[config.mk]
export PLATFORM = sky130hd
export DESIGN_NAME = key_expansion
export DESIGN_NICKNAME = d
export VERILOG_FILES = /design/src/rtl/key_expansion.sv
export SDC_FILE = /design/constraint.sdc
export NUM_CORES = 1
export LEC_CHECK = 0
export ABC_AREA = 1
export ABC_CLOCK_PERIOD_IN_PS = 2100
export BUFFER_PORTS_ARGS = -buffer_cell sky130_fd_sc_hd__buf_2
export CAP_MARGIN = 30
export CORE_MARGIN = 5
export CORE_UTILIZATION = 46
export DETAILED_ROUTE_END_ITERATION = 10
export PLACE_DENSITY = 0.73
export SLEW_MARGIN = 20
export SYNTH_ARGS = -nofsm -noshare
export SYNTH_HDL_FRONTEND = slang
export SYNTH_SLANG_ARGS = --single-unit
[constraint.sdc]
create_clock -name clk -period 2.1 [get_ports clk]
set_clock_uncertainty 0.15 [all_clocks]
set_input_delay 0.21 -clock clk [delete_from_list [all_inputs] [get_ports clk]]
set_output_delay 0.21 -clock clk [all_outputs]
set_load 0.01 [all_outputs]
[src/rtl/key_expansion.sv]
// Iterative AES-128 round-key generator. One round key per rk_next through a READY->CALC->UPDATE walk.
// SubWord is performed by a shared external S-box fed from sbox_in.
module key_expansion #(
    parameter int unsigned N  = 8,
    parameter int unsigned NR = 10
) (
    input  logic              clk,
    input  logic              rst_n,
    input  logic              key_load,
    input  logic [16*N-1:0]   key_in,
    input  logic              rk_next,
    input  logic [4*N-1:0]    sbox_out,
    output logic [4*N-1:0]    sbox_in,
    output logic [16*N-1:0]   rk_out,
    output logic [3:0]        rk_round,
    output logic              rk_valid,
    output logic              busy
);

    localparam int unsigned WW = 4 * N;
    localparam int unsigned KW = 16 * N;

    typedef enum logic [1:0] {
        IDLE   = 2'd0,
        READY  = 2'd1,
        CALC   = 2'd2,
        UPDATE = 2'd3
    } state_t;

    state_t          r_state;
    state_t          w_state_nxt;
    logic [KW-1:0]   r_rk;
    logic [3:0]      r_round;
    logic [N-1:0]    r_rcon;
    logic [WW-1:0]   r_sub;
    logic            r_valid;
    logic            r_busy;

    logic [WW-1:0]   w_t;
    logic [WW-1:0]   w_w0;
    logic [WW-1:0]   w_w1;
    logic [WW-1:0]   w_w2;
    logic [WW-1:0]   w_w3;
    logic [N-1:0]    w_rcon_nxt;
    logic [KW-1:0]   w_rk_upd;

    // Next-state logic; key_load overrides everything, including an in-flight round.
    always_comb begin
        w_state_nxt = r_state;
        if (key_load) begin
            w_state_nxt = READY;
        end else begin
            case (r_state)
                IDLE:    w_state_nxt = IDLE;
                READY:   if (rk_next && (r_round < 4'(NR))) w_state_nxt = CALC;
                CALC:    w_state_nxt = UPDATE;
                UPDATE:  w_state_nxt = READY;
                default: w_state_nxt = IDLE;
            endcase
        end
    end

    // Round-key update from the captured SubWord(RotWord(w3)) and current rcon.
    always_comb begin
        w_t        = r_sub ^ {r_rcon, {(3*N){1'b0}}};
        w_w0       = r_rk[KW-1 -: WW] ^ w_t;
        w_w1       = r_rk[3*WW-1 -: WW] ^ w_w0;
        w_w2       = r_rk[2*WW-1 -: WW] ^ w_w1;
        w_w3       = r_rk[WW-1 -: WW] ^ w_w2;
        w_rk_upd   = {w_w0, w_w1, w_w2, w_w3};
        w_rcon_nxt = {r_rcon[N-2:0], 1'b0} ^ (r_rcon[N-1] ? N'(8'h1b) : N'(0));
    end

    always_ff @(posedge clk) begin
        if (!rst_n) begin
            r_state <= IDLE;
            r_rk    <= '0;
            r_round <= 4'd0;
            r_rcon  <= N'(8'h01);
            r_sub   <= '0;
            r_valid <= 1'b0;
            r_busy  <= 1'b0;
        end else begin
            r_state <= w_state_nxt;
            r_valid <= (w_state_nxt == READY);
            r_busy  <= (w_state_nxt == CALC) || (w_state_nxt == UPDATE);
            if (key_load) begin
                r_rk    <= key_in;
                r_round <= 4'd0;
                r_rcon  <= N'(8'h01);
            end else if (r_state == CALC) begin
                r_sub   <= sbox_out;
            end else if (r_state == UPDATE) begin
                r_rk    <= w_rk_upd;
                r_round <= r_round + 4'd1;
                r_rcon  <= w_rcon_nxt;
            end
        end
    end

    assign sbox_in  = {r_rk[WW-N-1:0], r_rk[WW-1 -: N]};
    assign rk_out   = r_rk;
    assign rk_round = r_round;
    assign rk_valid = r_valid;
    assign busy     = r_busy;

endmodule
After elaboration in Yosys (flattened, before gate mapping):

Index checks and enable logic that the tools add are counted.

* memories kept: 0
* output and inout port bits: 166
* memory bits (writable): 0
* input bits: 164
* word-level logic and storage cells: 40
* bits in read-only memories: 0
* latch bits: 0
* register bits after elaboration: 176

* eq/ne operators: 7
* bitwise gates (word level): 9
* divide/modulo/power cells: 0
* reductions and logical operators: 8
* mux-type cells: 7
* order comparisons: 1
* multiply operators: 0
* add/sub/neg operators: 1
* shift-type cells: 0

Operators with widths (number)
* two-way mux 128 bit: 3
* XOR 32 bit: 5
* == test 2 bit, second input constant: 4
* case mux 2 bit (4 select lines): 1
* XOR 8 x 5 -> 8 bit: 1
* AND reduction 2 bit: 3
* two-way mux 5 bit: 1
* adder 4 x 1 -> 4 bit, second input constant: 1
* == test 2 x 1 -> 1 bit, second input constant: 2
* < comparator 4 bit, second input constant: 1
* two-way mux 2 bit: 2
* NOT 1 bit: 3
* logical NOT 2 bit: 1
* != test 2 bit, second input constant: 1
* nonzero test 2 bit: 1
* OR reduction 2 bit: 1
* logical AND 1 bit: 1
* logical OR 1 bit: 1

Logic depth before layout (Yosys ltp):

* depth in word-level cells: 8
* depth in mapped cells: 12
* mapped depth without buffers: 12

Worst setup path after synthesis:

Ideal clock, no wire load.

* kind: register to register
* start: reg r_state[0]
* end: reg r_rk[27] (netlist: rk_out[27])
* library setup time: 0.109 ns
* slack: 0.705 ns
* cell stages (with the launch flop): 10
* path buffers: 2
* data required time: 1.841 ns
* clock period less this slack: 1.395 ns
* arrival: 1.136 ns
* path through: dfxtp_1 -> nand2_4 -> inv_4 -> buf_6 -> buf_6 -> nand3_1 -> nand2_1 -> nand3_1 -> nand2_1 -> inv_1

* longest elaborated chain between the ends: 3
* elaborated cells on any way between the ends: 5
* classes of those cells: 3 x eq/ne; 2 x reduce/logical

RTL lines
* start, declared: line 30 `state_t r_state;`
* start signal, assigned: line 84 `r_state <= w_state_nxt;`
* == test 2 bit, on equally long branches: line 91, 93
* != test 2 bit (no line) or nonzero test 2 bit (tied branches)
* AND reduction 2 bit (no line) *
* end signal, assigned: line 88 `r_rk <= key_in;`
* end signal, assigned: line 94 `r_rk <= w_rk_upd;`
* end, declared: line 32 `logic [KW-1:0] r_rk;`

Mark *: on every way between the ends. The rest lies on a longest branch, timed or not.
A chain may end at the register's enable or synchronous reset.

Worst setup path after layout:

* start: reg r_state[0]
* end: reg r_rk[47] (netlist: rk_out[47])

Same word-level chain as after synthesis.

==> flow_metrics.py <==
metrics = {
    "status": {
        "status": "complete, no violations",
    },
    "placement": {
        "gp_congestion": 0.8512,
        "portBuffers": 329,
        "hpwl_um": 21070,
    },
    "synthesis": {
        "ys_top_cells_by_count": "451 x nand2_1, 193 x nand3_1, 176 x dfxtp_1, 136 x inv_1, 69 x nor2_1",
        "synth-edff-count": 0,
        "synth_area_leaders": "dfxtp_1 38%, nand2_1 18%, nand3_1 10%",
        "synth_warnings": 0,
        "synth_top_area_cell": "dfxtp_1",
        "synth.avg_cell_area_um2": 6.610,
        "netlist_area_mm2": 0.009260,
        "yosysMostFrequentCell": "nand2_1",
        "synth_top_area_share_pct": 38.05,
        "synth_ff_type": "dfxtp_1",
        "synth_cell_types": 35,
        "syn-num-nets": 1566,
        "async_flop_share_pct": 0,
        "yosysSeqAreaShare_pct": 38.05,
        "syn_inst": 1401,
        "ys_ff_latch": 176,
    },
    "worst_hold_path": {
        "hold_depth": 5,
        "hold_class": "in -> reg",
        "min-delay-start": "key_in[103]",
    },
    "drt": {
        "drc": 0,
        "drtIter0Drc": 563,
        "vias": 10940,
        "dr.pass1.iters": 5,
        "vias_per_cell": 5.199,
        "wl_per_cell_um": 15.34,
        "wl_um": 32280,
        "ant_nets": 0,
    },
    "timing": {
        "layout_min_cycle_time_ns": 1.964,
        "tns_ns": 0,
        "tightest_slew_ns": 0.6920,
        "period_share_pct": 93.54,
        "fmax_mhz": 509.1,
        "max-slew-margin-rel_pct": 53.87,
        "rsz0062_at_grt": "false",
        "slew_viol_final": 0,
        "hold_violations": 0,
        "setup_viol": 0,
    },
    "global_route": {
        "globalRouteOverflowTotal": 0,
        "grt_pass1_vias": 10590,
        "grt_pass1_wl_um": 52540,
        "grt_usage_pct": 27.16,
        "antenna_found_initial": 0,
        "grt_max_degree": 123,
    },
    "setup_path": {
        "startpoint_type": "flip-flop",
        "max_stage_delay_ns": 0.52,
        "cp_top_family": "buffers and inverters",
        "cp.depth": 6,
        "crit_slowest_cell": "buf_4",
        "crit_path_start": "r_state[0]$_SDFF_PN0_",
        "endpoint_kind": "flip-flop",
        "r2r_start": "r_state[0]$_SDFF_PN0_",
        "cp.arrival_ns": 2.16,
        "path_cells": "nand2_4 -> inv_4 -> nor2_8 -> buf_4 -> nand2_1 -> a31oi_1",
        "path_buf_inv": 2,
        "crit_type": "reg -> reg",
        "crit_fanout": 56,
        "ff2ff_path_depth": 6,
        "worstPathRequired_ns": 2.29,
    },
    "finish": {
        "drive_above_1_share_pct": 21.32,
        "area_growth_pct": 40.40,
        "final_nets": 1986,
        "regArea_mm2": 0.003523,
        "multi_input_area_mm2": 0.004606,
        "antenna_cells": 0,
        "fillers": 1718,
    },
    "floorplan": {
        "pin_count": 330,
        "die_y_um": 151.9,
        "num_rows": 52,
        "start_util_pct": 46.21,
        "dieArea_mm2": 0.02307,
        "die_w_um": 151.9,
        "core_mm2": 0.02004,
    },
    "pwr": {
        "power_mw": 8.293,
        "pwr_density_cell_mw_per_mm2": 637.8,
        "leakagePower_nw": 6.255,
        "peakVddDrop_uv": 594.5,
    },
    "clock_tree": {
        "cts_max_level": 4,
        "cts.sinks": 176,
        "hold_buffers": 159,
        "cts_buffers": 17,
        "post_cts_buffers": 0,
        "clk_path_buf_depth": 2,
        "root_buffer": "clkbuf_16",
        "clkTransAtPathRegs_ns": 0.07,
        "cts_tree": "done",
        "cts_resized": 0,
        "clk_latency_ns": 0.42,
    },
    "run": {
        "drv_cap": 0,
    },
}
metal layers:
metal  share of wire (%)  GRT usage (%)  vias up  routed length, µm
li1                    -              -     5407                  -
met1                  40          31.92     4946              12990
met2                  48          47.38      492              15570
met3                 7.5          5.802       94               2426
met4                 4.0          12.59        0               1298
met5                   0              0        -                  0
registers in the layout, summed over array words and instances, names as in the netlist:
signal,count
r_rcon,8
rk_out,128
r_state,2
r_sub,32
rk_valid,1
busy,1
rk_round,4
kinds of logic (layout without fill, tap and decap cells):
kind of cell	Yosys count	after routing	share of synthesized area (%)
simple gates	751	751	34.29
buf+inv	244	677	12.24
compound gates	209	209	13.39
flops	176	176	38.05
xor+xnor	20	20	1.892
fa+ha+maj	1	1	0.1351
tightest hold or removal path, stage by stage:
cell and delay [ns]:
buf_2 0.08, nand2_1 0.08, o221ai_1 0.08, nand2_1 0.05
inv_1 0.04
cell usage in the layout, fill, tap and decap left out, types with 3 or more instances in the layout:
master	count
dlygate4sd3_1	159
nand4_1	16
dfxtp_1	176
a221oi_1	3
buf_4	11
nor2_1	69
a21o_1	14
nand3_1	193
inv_2	4
nor3_1	12
nand2_1	450
nand2_2	3
clkbuf_16	17
a31oi_1	68
clkinv_4	4
a21oi_1	57
buf_2	328
clkinv_2	5
xnor2_1	10
buf_12	5
xor2_1	10
inv_1	136
o221ai_1	14
o21ai_0	47
layout make-up:
| cell class | count | area share [%] |
|---|---|---|
| multi-input combinational | 981 | 35.42 |
| tap | 270 | 2.598 |
| clock inverter | 13 | 1.059 |
| inverter | 142 | 4.138 |
| timing repair buffer | 503 | 26.27 |
| sequential | 176 | 27.10 |
| clock buffer | 19 | 3.407 |
path summary, 6_finish.rpt:
kind | end | slack, ns
setup / recovery | rk_out[47]$_SDFFE_PN0P_ | 0.14
hold / removal | rk_out[103]$_SDFFE_PN0P_ | 0.01
setup reg to reg | rk_out[47]$_SDFFE_PN0P_ | 0.14
hold reg to reg | r_sub[18]$_SDFFE_PN0P_ | 0.32
through the flow:
stage                     hold WS [ns]  area [µm²]  utilization [%]  cells  setup slack (ns)
after floorplan                 0.2218        9260                -   1401            0.7050
after global placement          0.3048       10830            54.04   1913            0.3124
after detailed placement        0.3097       10830            54.04   1913            0.1972
after CTS                  0.000008937       13000            64.88   2104            0.1727
after global routing           0.04299       13000            64.88   2104           0.04917
final                         0.009739       13000            64.88   2104            0.1356
power breakdown:
part | internal (mW) | switching, mW
Sequential | 3.49 | 0.154
Combinational | 0.682 | 0.789
Clock | 1.79 | 1.38
(Power assumes the default switching activity.)
